===== src/rtl/uart_rx_pkg.sv =====
// Shared UART definitions: frame width, default bit period and receiver state encoding.
// Kept separate so a future transmitter can reuse the same constants.
package uart_rx_pkg;

  localparam int UART_DATA_BITS       = 8;
  localparam int DEFAULT_CLKS_PER_BIT = 434;

  typedef enum logic [4:0] {
    ST_IDLE  = 5'b00001,
    ST_START = 5'b00010,
    ST_DATA  = 5'b00100,
    ST_STOP  = 5'b01000,
    ST_BREAK = 5'b10000
  } state_e;

endpackage


===== src/rtl/uart_rx_sync_2ff.sv =====
// Two-flop synchroniser for a single asynchronous bit.
// Both flops reset to RESET_VAL so an idle-high line shows no edge on reset release.
module uart_rx_sync_2ff #(
  parameter logic RESET_VAL = 1'b1
) (
  input  logic clock,
  input  logic reset,
  input  logic d,
  output logic q
);

  logic meta_q;
  logic sync_q;

  always_ff @(posedge clock or posedge reset) begin
    if (reset) begin
      meta_q <= RESET_VAL;
      sync_q <= RESET_VAL;
    end else begin
      meta_q <= d;
      sync_q <= meta_q;
    end
  end

  assign q = sync_q;

endmodule


===== src/rtl/uart_rx.sv =====
// 8N1 UART receiver: mid-bit sampling from a cycle counter, framing-error detection
// and a BREAK state that waits for the line to return high after a bad stop bit.
module uart_rx
  import uart_rx_pkg::*;
#(
  parameter int CLKS_PER_BIT = DEFAULT_CLKS_PER_BIT
) (
  input  logic       clock,
  input  logic       reset,
  input  logic       UART_RX,
  output logic [7:0] RX_DATA,
  output logic       RX_VALID,
  output logic       RX_FRAME_ERR,
  output logic       RX_BUSY
);

  localparam int CNT_W = $clog2(CLKS_PER_BIT);
  localparam int BIT_W = $clog2(UART_DATA_BITS);
  localparam logic [CNT_W-1:0] HALF_CNT = CNT_W'((CLKS_PER_BIT - 1) / 2);
  localparam logic [CNT_W-1:0] LAST_CNT = CNT_W'(CLKS_PER_BIT - 1);
  localparam logic [BIT_W-1:0] LAST_BIT = BIT_W'(UART_DATA_BITS - 1);

  logic                      rx_s;
  state_e                    state_q, state_d;
  logic [CNT_W-1:0]          cnt_q, cnt_d;
  logic [BIT_W-1:0]          bit_q, bit_d;
  logic [UART_DATA_BITS-1:0] shift_q, shift_d;
  logic [UART_DATA_BITS-1:0] rx_data_q, rx_data_d;
  logic                      rx_valid_q, rx_valid_d;
  logic                      rx_frame_err_q, rx_frame_err_d;

  uart_rx_sync_2ff #(
    .RESET_VAL(1'b1)
  ) u_sync (
    .clock(clock),
    .reset(reset),
    .d    (UART_RX),
    .q    (rx_s)
  );

  always_comb begin
    state_d        = state_q;
    cnt_d          = cnt_q;
    bit_d          = bit_q;
    shift_d        = shift_q;
    rx_data_d      = rx_data_q;
    rx_valid_d     = 1'b0;
    rx_frame_err_d = 1'b0;
    case (state_q)
      ST_IDLE: begin
        if (!rx_s) begin
          cnt_d   = '0;
          state_d = ST_START;
        end
      end
      ST_START: begin
        // A start bit that is high again at its midpoint was only a glitch.
        if (cnt_q == HALF_CNT) begin
          cnt_d   = '0;
          bit_d   = '0;
          state_d = rx_s ? ST_IDLE : ST_DATA;
        end else begin
          cnt_d = cnt_q + 1'b1;
        end
      end
      ST_DATA: begin
        if (cnt_q == LAST_CNT) begin
          cnt_d   = '0;
          shift_d = {rx_s, shift_q[UART_DATA_BITS-1:1]};
          if (bit_q == LAST_BIT) begin
            state_d = ST_STOP;
          end else begin
            bit_d = bit_q + 1'b1;
          end
        end else begin
          cnt_d = cnt_q + 1'b1;
        end
      end
      ST_STOP: begin
        // Leaving at mid-stop-bit leaves half a bit to catch a back-to-back start edge.
        if (cnt_q == LAST_CNT) begin
          cnt_d = '0;
          if (rx_s) begin
            rx_data_d  = shift_q;
            rx_valid_d = 1'b1;
            state_d    = ST_IDLE;
          end else begin
            rx_frame_err_d = 1'b1;
            state_d        = ST_BREAK;
          end
        end else begin
          cnt_d = cnt_q + 1'b1;
        end
      end
      ST_BREAK: begin
        if (rx_s) begin
          state_d = ST_IDLE;
        end
      end
      default: state_d = ST_IDLE;
    endcase
  end

  always_ff @(posedge clock or posedge reset) begin
    if (reset) begin
      state_q        <= ST_IDLE;
      cnt_q          <= '0;
      bit_q          <= '0;
      rx_data_q      <= '0;
      rx_valid_q     <= 1'b0;
      rx_frame_err_q <= 1'b0;
    end else begin
      state_q        <= state_d;
      cnt_q          <= cnt_d;
      bit_q          <= bit_d;
      rx_data_q      <= rx_data_d;
      rx_valid_q     <= rx_valid_d;
      rx_frame_err_q <= rx_frame_err_d;
    end
  end

  // Shift register contents only matter once a full frame has been assembled.
  always_ff @(posedge clock) begin
    shift_q <= shift_d;
  end

  assign RX_DATA      = rx_data_q;
  assign RX_VALID     = rx_valid_q;
  assign RX_FRAME_ERR = rx_frame_err_q;
  assign RX_BUSY      = (state_q != ST_IDLE);

endmodule


===== config.mk =====
export PLATFORM = sky130hd
export DESIGN_NAME = uart_rx
export DESIGN_NICKNAME = d
export VERILOG_FILES = /design/src/rtl/uart_rx_pkg.sv /design/src/rtl/uart_rx_sync_2ff.sv /design/src/rtl/uart_rx.sv
export SDC_FILE = /design/constraint.sdc
export NUM_CORES = 1
export LEC_CHECK = 0
export BUFFER_PORTS_ARGS = -buffer_cell sky130_fd_sc_hd__buf_2
export CAP_MARGIN = 20
export CORE_ASPECT_RATIO = 1.2
export CORE_MARGIN = 3
export CORE_UTILIZATION = 65
export CTS_BUF_LIST = sky130_fd_sc_hd__clkbuf_4
export DETAILED_ROUTE_END_ITERATION = 16
export GPL_TIMING_DRIVEN = 0
export PLACE_DENSITY = 0.85
export SYNTH_ARGS = -nofsm -noshare
export SYNTH_HDL_FRONTEND = slang
export SYNTH_HIERARCHICAL = 1
export SYNTH_SLANG_ARGS = --single-unit

===== constraint.sdc =====
create_clock -name clock -period 3.4 [get_ports clock]
set_input_delay 0.68 -clock clock [delete_from_list [all_inputs] [get_ports clock]]
set_output_delay 0.68 -clock clock [all_outputs]
set_load 0.02 [all_outputs]

==> results of run 1 <==
==> registers in the layout, summed over array words and instances, names as in the netlist <==
| signal | cells |
|---|---|
| cnt_q | 9 |
| RX_DATA | 8 |
| RX_VALID | 1 |
| u_sync/meta_q | 1 |
| shift_q | 8 |
| bit_q | 3 |
| u_sync/q | 1 |
| RX_FRAME_ERR | 1 |
| state_q | 5 |
==> cells in the mapped netlist (all sizes together), types with 2 or more instances <==
cell | n | share of area, %
a31oi | 3 | 1.1
xor2 | 2 | 0.99
a22o | 3 | 1.5
clkbuf | 2 | 0.49
o32ai | 2 | 0.99
edfxtp | 8 | 14
xnor2 | 2 | 0.99
a21oi | 5 | 1.4
nand3b | 2 | 0.85
nor3 | 3 | 1.1
dfstp | 3 | 4.4
nand2b | 3 | 1.5
nand2 | 10 | 2.1
mux2 | 9 | 7.4
and3 | 2 | 0.78
ha | 5 | 3.5
nor2 | 8 | 2.1
nand4b | 2 | 1.3
inv | 9 | 1.9
nor3b | 2 | 1.1
o21ai | 5 | 1.4
dfrtp | 26 | 37
nand3 | 9 | 2.8
o22ai | 4 | 1.4
buf | 3 | 1.2
==> power groups by stage <==
stage          sequential (uW)  combinational (uW)  clock [uW]
2_1_floorplan              557                 296           0
3_3_place_gp               568                 355           0
3_5_place_dp               575                 370           0
4_1_cts                    564                 372         243
5_1_grt                    573                 424         267
6_report                   565                 373         237
==> worst reg2reg max path, delay by kind of cell (launching register included) <==
family                     cells  cell delay [ns]
and+or+nand+nor                4             0.69
muxes                          1             0.31
DFF                            1             0.44
buffers and inverters          2             0.27
adders and majority gates      1             0.17
==> cells in the final DEF, fill, tap and decap left out, drive strengths merged, types with 4 or more instances in the layout <==
cell    count
clkbuf      8
dfrtp      26
nand3       9
a21oi       5
nor2        8
buf        17
o22ai       4
inv         9
ha          5
nand2      10
o21ai       5
mux2        9
edfxtp      8
==> metal layers <==
layer	GRT usage, %	vias to the layer above
li1	-	574
met2	35.5	34
met5	0	-
met4	12.1	0
met1	26.5	617
met3	8.04	13
==> cell type report <==
| cell class | instances | area, sq um |
|---|---|---|
| well taps | 33 | 41.3 |
| plain buffers | 5 | 30.0 |
| flip-flops and latches | 37 | 970 |
| clock inverters | 3 | 22.5 |
| inverters | 9 | 33.8 |
| repair buffers | 15 | 87.6 |
| multi-input cells | 95 | 739 |
| clock buffers | 5 | 37.5 |
| fillers | 160 | 616 |
==> metrics by stage <==
stage                     instance area, sq um  hold WS (ns)  instances  power [uW]
after floorplan                           1770         0.345        146         853
after global placement                    1880         0.349        192         923
after detailed placement                  1880         0.353        192         944
after CTS                                 1940         0.328        200        1180
after global routing                      1960         0.311        202        1260
final                                     1960         0.340        202        1180
==> worst paths after layout <==
check                                    from          to  slack, ns  cells past startpoint
worst min register to register  u_sync/meta_q    u_sync/q       0.37                      0
worst min-delay path                    reset    u_sync/q       0.34                      2
worst max-delay path               state_q[3]     RX_BUSY       0.99                      4
max in group asynchronous               reset  RX_DATA[6]       2.53                      3
min in group clock              u_sync/meta_q    u_sync/q       0.37                      0
worst max register to register       cnt_q[1]  RX_DATA[0]       1.43                      8
==> cells by family (layout without fill, tap and decap cells) <==
family	count (synthesis)	count (layout)	share of synthesized area, %
simple gates	45	45	16.2
flops	37	37	54.7
compound gates	31	31	12.1
buf+inv	14	37	3.60
mux	10	10	7.97
fa+ha+maj	5	5	3.53
xor+xnor	4	4	1.98
==> results.py, run 1 <==
metrics = {
    "synth": {
        "synthCells": 146,
        "synth-edff-count": 8,
        "synth-seq-cells": 37,
        "ys.flop_type": "dfrtp_1",
        "syn_area_per_cell_sq_um": 12.1,
        "syn-cell-area_sq_um": 1770,
        "synth_cell_type_count": 49,
        "synthArstFlopShare_pct": 78.4,
        "ys_seq_area_share_pct": 54.7,
        "yosys_warnings": 6,
        "syn_nets": 154,
    },
    "timing": {
        "rsz0062_at_grt": "no",
        "tightest_slew_ns": 0.585,
        "max_slew_margin_pct": 61.0,
        "fmax_mhz": 415,
        "setup_viol": 0,
        "hold_violations": 0,
        "worst_slack_ns": 0.989,
        "finalSetupTns_ns": 0,
        "slew_violations": 0,
        "finalClockSkew_ns": 0.0108,
        "period_share_pct": 70.9,
        "min_period_ns": 2.41,
    },
    "clocking": {
        "numCtsBuffers": 5,
        "clock-sinks": 37,
        "hold_buffers": 0,
        "cts_setup_buffers": 0,
        "clk_latency_ns": 0.35,
        "cts_tree": "built",
        "clk_path_buf_depth": 2,
        "htree_num_levels": 2,
        "cts-resized-gates": 0,
        "root_buffer": "clkbuf_4",
        "clk_pin_slew_worst_paths_ns": 0.12,
    },
    "placement": {
        "pre_cts_slack_ns": 1.11,
        "hpwl_um": 2320,
        "place_congestion": 0.836,
        "io_buffers": 13,
    },
    "final_layout": {
        "nets": 176,
        "drive_above_1_share_pct": 29.6,
        "post-route-util_pct": 76.1,
        "syn2layout_area_growth_pct": 10.7,
        "diodes": 0,
    },
    "power_and_ir_drop": {
        "p_int_uw": 740,
        "leakagePower_uw": 0.000934,
        "clock_power_share_pct": 20.2,
        "seqPwrFrac_pct": 48.1,
        "power_frac_comb_pct": 31.7,
        "ir_worst_vdd_uv": 498,
        "p_switching_uw": 435,
        "switching_share_pct": 37.0,
        "power_density_nw_per_um2": 599,
    },
    "detailed_routing": {
        "routedLengthMet1_um": 1280,
        "drt-initial-drc-count": 56,
        "num_vias": 1238,
        "ant_nets": 0,
        "dr_wl_met2_um": 1680,
        "first_pass_iters": 4,
        "drt_wl_total_um": 3250,
        "highest_layer": "met4",
        "viasPerCell": 6.13,
        "wl_per_cell_um": 16.1,
        "drc": 0,
        "routed-wl-met3_um": 169,
    },
    "worst_setup_path": {
        "cp_cell_sequence": "clkbuf_1, nor2_1, nand4b_1, buf_2",
        "cp_max_fo": 6,
        "cp.required_ns": 2.72,
        "path_buf_inv": 2,
        "crit_path_end_kind": "primary output",
        "crit_family": "simple AND/OR/NAND/NOR gates",
        "cp_slowest_cell": "dfrtp_1",
        "slowest_delay_ns": 0.39,
        "cp.arrival_ns": 1.73,
        "worstSetupPathType": "flip-flop to primary output",
        "start_kind": "flip-flop",
    },
    "floorplan": {
        "die_w_um": 53.7,
        "io_pins": 14,
        "die_h_um": 63.2,
        "core_sq_um": 2580,
        "initial_core_util_pct": 68.8,
        "dieArea_sq_um": 3390,
        "row_count": 20,
    },
    "outcome": {
        "status": "finished clean",
    },
    "global_route": {
        "grt_max_degree": 28,
        "grt_pass1_vias": 1300,
        "antenna_found_initial": 0,
        "grt_pass1_wl_um": 5680,
        "grtUsageTotal_pct": 22.7,
        "overflow": 0,
    },
    "min_path": {
        "min_path_type": "input port to asynchronous set/reset pin",
    },
    "flow_run": {
        "drv_cap": 0,
    },
}
Power figures use the tool's default switching activity.
==> inputs of run 2 (changes only) <==
Settings changed: ABC_AREA set to 1, CORE_UTILIZATION 65 to 55, PLACE_DENSITY 0.85 to 0.77.
Clock period 3.4 ns to 2.1 ns, I/O delays scaled along.
==> results.py, run 2 <==
metrics = {
    "synth": {
        "synth_top_cell_by_area": "dfrtp_1",
        "syn_area_per_cell_sq_um": 8.61,
        "syn-cell-area_sq_um": 1830,
        "synthTopCellsByArea": "dfrtp_1 35%, nand2_1 16%, edfxtp_1 13%, inv_1 4.9%, dfstp_2 4.3%",
        "synth-edff-count": 8,
        "ys.flop_type": "dfrtp_1",
        "ys_seq_area_share_pct": 52.9,
        "synthCells": 213,
        "yosys_warnings": 6,
        "post-synth-top-count-cell": "nand2_1",
        "synth_commonest_cells": "78 x nand2_1, 26 x dfrtp_1, 24 x inv_1",
        "synthArstFlopShare_pct": 78.4,
        "synth_cell_type_count": 23,
        "synth_top_area_share_pct": 35.5,
        "syn_nets": 221,
        "synth-seq-cells": 37,
    },
    "final_layout": {
        "fillers": 266,
        "final_common_cell": "nand2_1",
        "regMostFlops": "cnt_q",
        "syn2layout_area_growth_pct": 12.4,
        "drive_above_1_share_pct": 18.7,
        "diodes": 0,
        "nets": 242,
        "final_cell_area_sq_um": 2060,
        "final_cell_mix": "78 x nand2_1, 26 x dfrtp_1, 24 x inv_1",
        "largest_reg_flops": 9,
    },
    "detailed_routing": {
        "num_vias": 1392,
        "drc": 0,
        "ant_nets": 0,
        "wl_per_cell_um": 12.3,
        "drt-initial-drc-count": 86,
        "viasPerCell": 5.14,
        "first_pass_iters": 4,
        "drt_wl_total_um": 3340,
    },
    "timing": {
        "worst_hold_slack_ns": -0.0126,
        "tightest_slew_ns": 0.540,
        "rsz0062_at_grt": "no",
        "fmax_mhz": 557,
        "min_period_ns": 1.79,
        "hold_violations": 5,
        "max_slew_margin_pct": 63.8,
        "period_share_pct": 85.5,
        "slew_violations": 0,
        "finalClockSkew_ns": 0.0136,
        "setup_viol": 0,
    },
    "placement": {
        "place_area_sq_um": 1940,
        "place_congestion": 0.894,
        "io_buffers": 13,
        "hpwl_um": 2330,
    },
    "global_route": {
        "antenna_found_initial": 0,
        "grt_max_degree": 28,
        "grt_pass1_wl_um": 5780,
        "grt_pass1_vias": 1333,
        "overflow": 0,
        "grtUsageTotal_pct": 18.8,
    },
    "clocking": {
        "root_buffer": "clkbuf_4",
        "hold_buffers": 0,
        "htree_num_levels": 2,
        "clock-sinks": 37,
        "cts_tree": "built",
        "clk_pin_slew_worst_paths_ns": 0.13,
        "cts-resized-gates": 0,
        "numCtsBuffers": 5,
        "clk_path_buf_depth": 2,
        "clk_latency_ns": 0.36,
        "cts_setup_buffers": 0,
    },
    "outcome": {
        "violations": "negative hold slack",
        "status": "finished, violations left",
    },
    "floorplan": {
        "die_w_um": 58.7,
        "die_h_um": 69.2,
        "core_sq_um": 3140,
        "dieArea_sq_um": 4060,
        "row_count": 22,
        "initial_core_util_pct": 58.4,
        "io_pins": 14,
    },
    "power_and_ir_drop": {
        "leakagePower_uw": 0.00110,
        "power_density_nw_per_um2": 1010,
        "ir_worst_vdd_uv": 696,
    },
    "worst_setup_path": {
        "cp.required_ns": 1.68,
        "reg2reg_to": "shift_q[1]",
        "cp_max_fo": 3,
        "worst_r2r_path_depth": 6,
        "r2r_slack_ns": 0.33,
        "crit_path_end_kind": "primary output",
        "rr_startpoint": "cnt_q[1]",
        "cp.arrival_ns": 1.37,
        "start_kind": "flip-flop",
        "worstSetupPathType": "flip-flop to primary output",
    },
    "min_path": {
        "min_path_type": "input port to asynchronous set/reset pin",
    },
    "flow_run": {
        "drv_cap": 0,
    },
}
==> run 2: cell families (layout without fill, tap and decap cells) <==
kind of cell | count (synthesis) | count (layout) | share of synthesized area, %
AND/OR/NAND/NOR | 127 | 127 | 31.9
flip-flops | 37 | 37 | 52.9
buffers and inverters | 29 | 51 | 6.21
AO/OA/AOI/OAI | 8 | 8 | 2.18
XOR/XNOR | 7 | 7 | 3.34
adder cells (fa/ha/maj) | 5 | 5 | 3.41
==> run 2: critical path, stage by stage (launching register included) <==
cell	delay (ns)
dfstp_2	0.57
inv_1	0.04
nor2_1	0.14
nand2_1	0.11
buf_2	0.17
==> run 2: power breakdown <==
| group | leakage [uW] | switching [uW] | internal, uW | total (uW) |
|---|---|---|---|---|
| registers | 0.000463 | 55.1 | 806 | 861 |
| clock network | 0.0000414 | 266 | 252 | 518 |
| logic | 0.000593 | 490 | 206 | 696 |
| total | 0.00110 | 811 | 1260 | 2070 |
==> run 2: area by class of cell <==
type / instances / area (sq um) / area share (%)
Buffer: 1 / 5.00 / 0.243
Multi-Input combinational cell: 147 / 754 / 36.6
Clock buffer: 5 / 37.5 / 1.82
Sequential cell: 37 / 970 / 47.1
Timing Repair Buffer: 14 / 92.6 / 4.50
Inverter: 28 / 109 / 5.29
Clock inverter: 3 / 46.3 / 2.25
Tap cell: 36 / 45.0 / 2.19
==> run 2: how the worst max path moves through the flow <==
| stage | slack, ns | startpoint | cells after the start | to |
|---|---|---|---|---|
| 5_1_grt | 0.18 | cnt_q[1] | 6 | shift_q[1] |
| 4_1_cts | 0.004 | cnt_q[1] | 6 | shift_q[2] |
| 6_report | 0.31 | state_q[0] | 4 | RX_BUSY |
| 3_5_place_dp | -0.04 | cnt_q[1] | 6 | shift_q[1] |
| 2_1_floorplan | 0.22 | cnt_q[1] | 6 | shift_q[0] |
| 3_3_place_gp | 0.04 | cnt_q[1] | 6 | shift_q[0] |
==> run 2: layer usage <==
layer / wire length [um] / part of all wire (%) / global-route usage [%]
met1: 1420 / 42 / 22.5
met2: 1700 / 51 / 32.2
met3: 163 / 4.9 / 4.66
met4: 58 / 1.7 / 6.55
met5: 0 / 0 / 0
==> run 2: through the flow <==
step | power, uW | TNS, ns | utilization (%) | setup slack, ns | instances
finish | 2070 | 0 | 65.6 | 0.305 | 271
global route | 2220 | 0 | 65.6 | 0.185 | 271
CTS | 2080 | 0 | 64.6 | 0.00410 | 270
detailed placement | 1550 | -0.293 | 61.9 | -0.0367 | 262
global placement | 1540 | 0 | 61.9 | 0.0439 | 262
floorplan | 1400 | 0 | - | 0.221 | 213
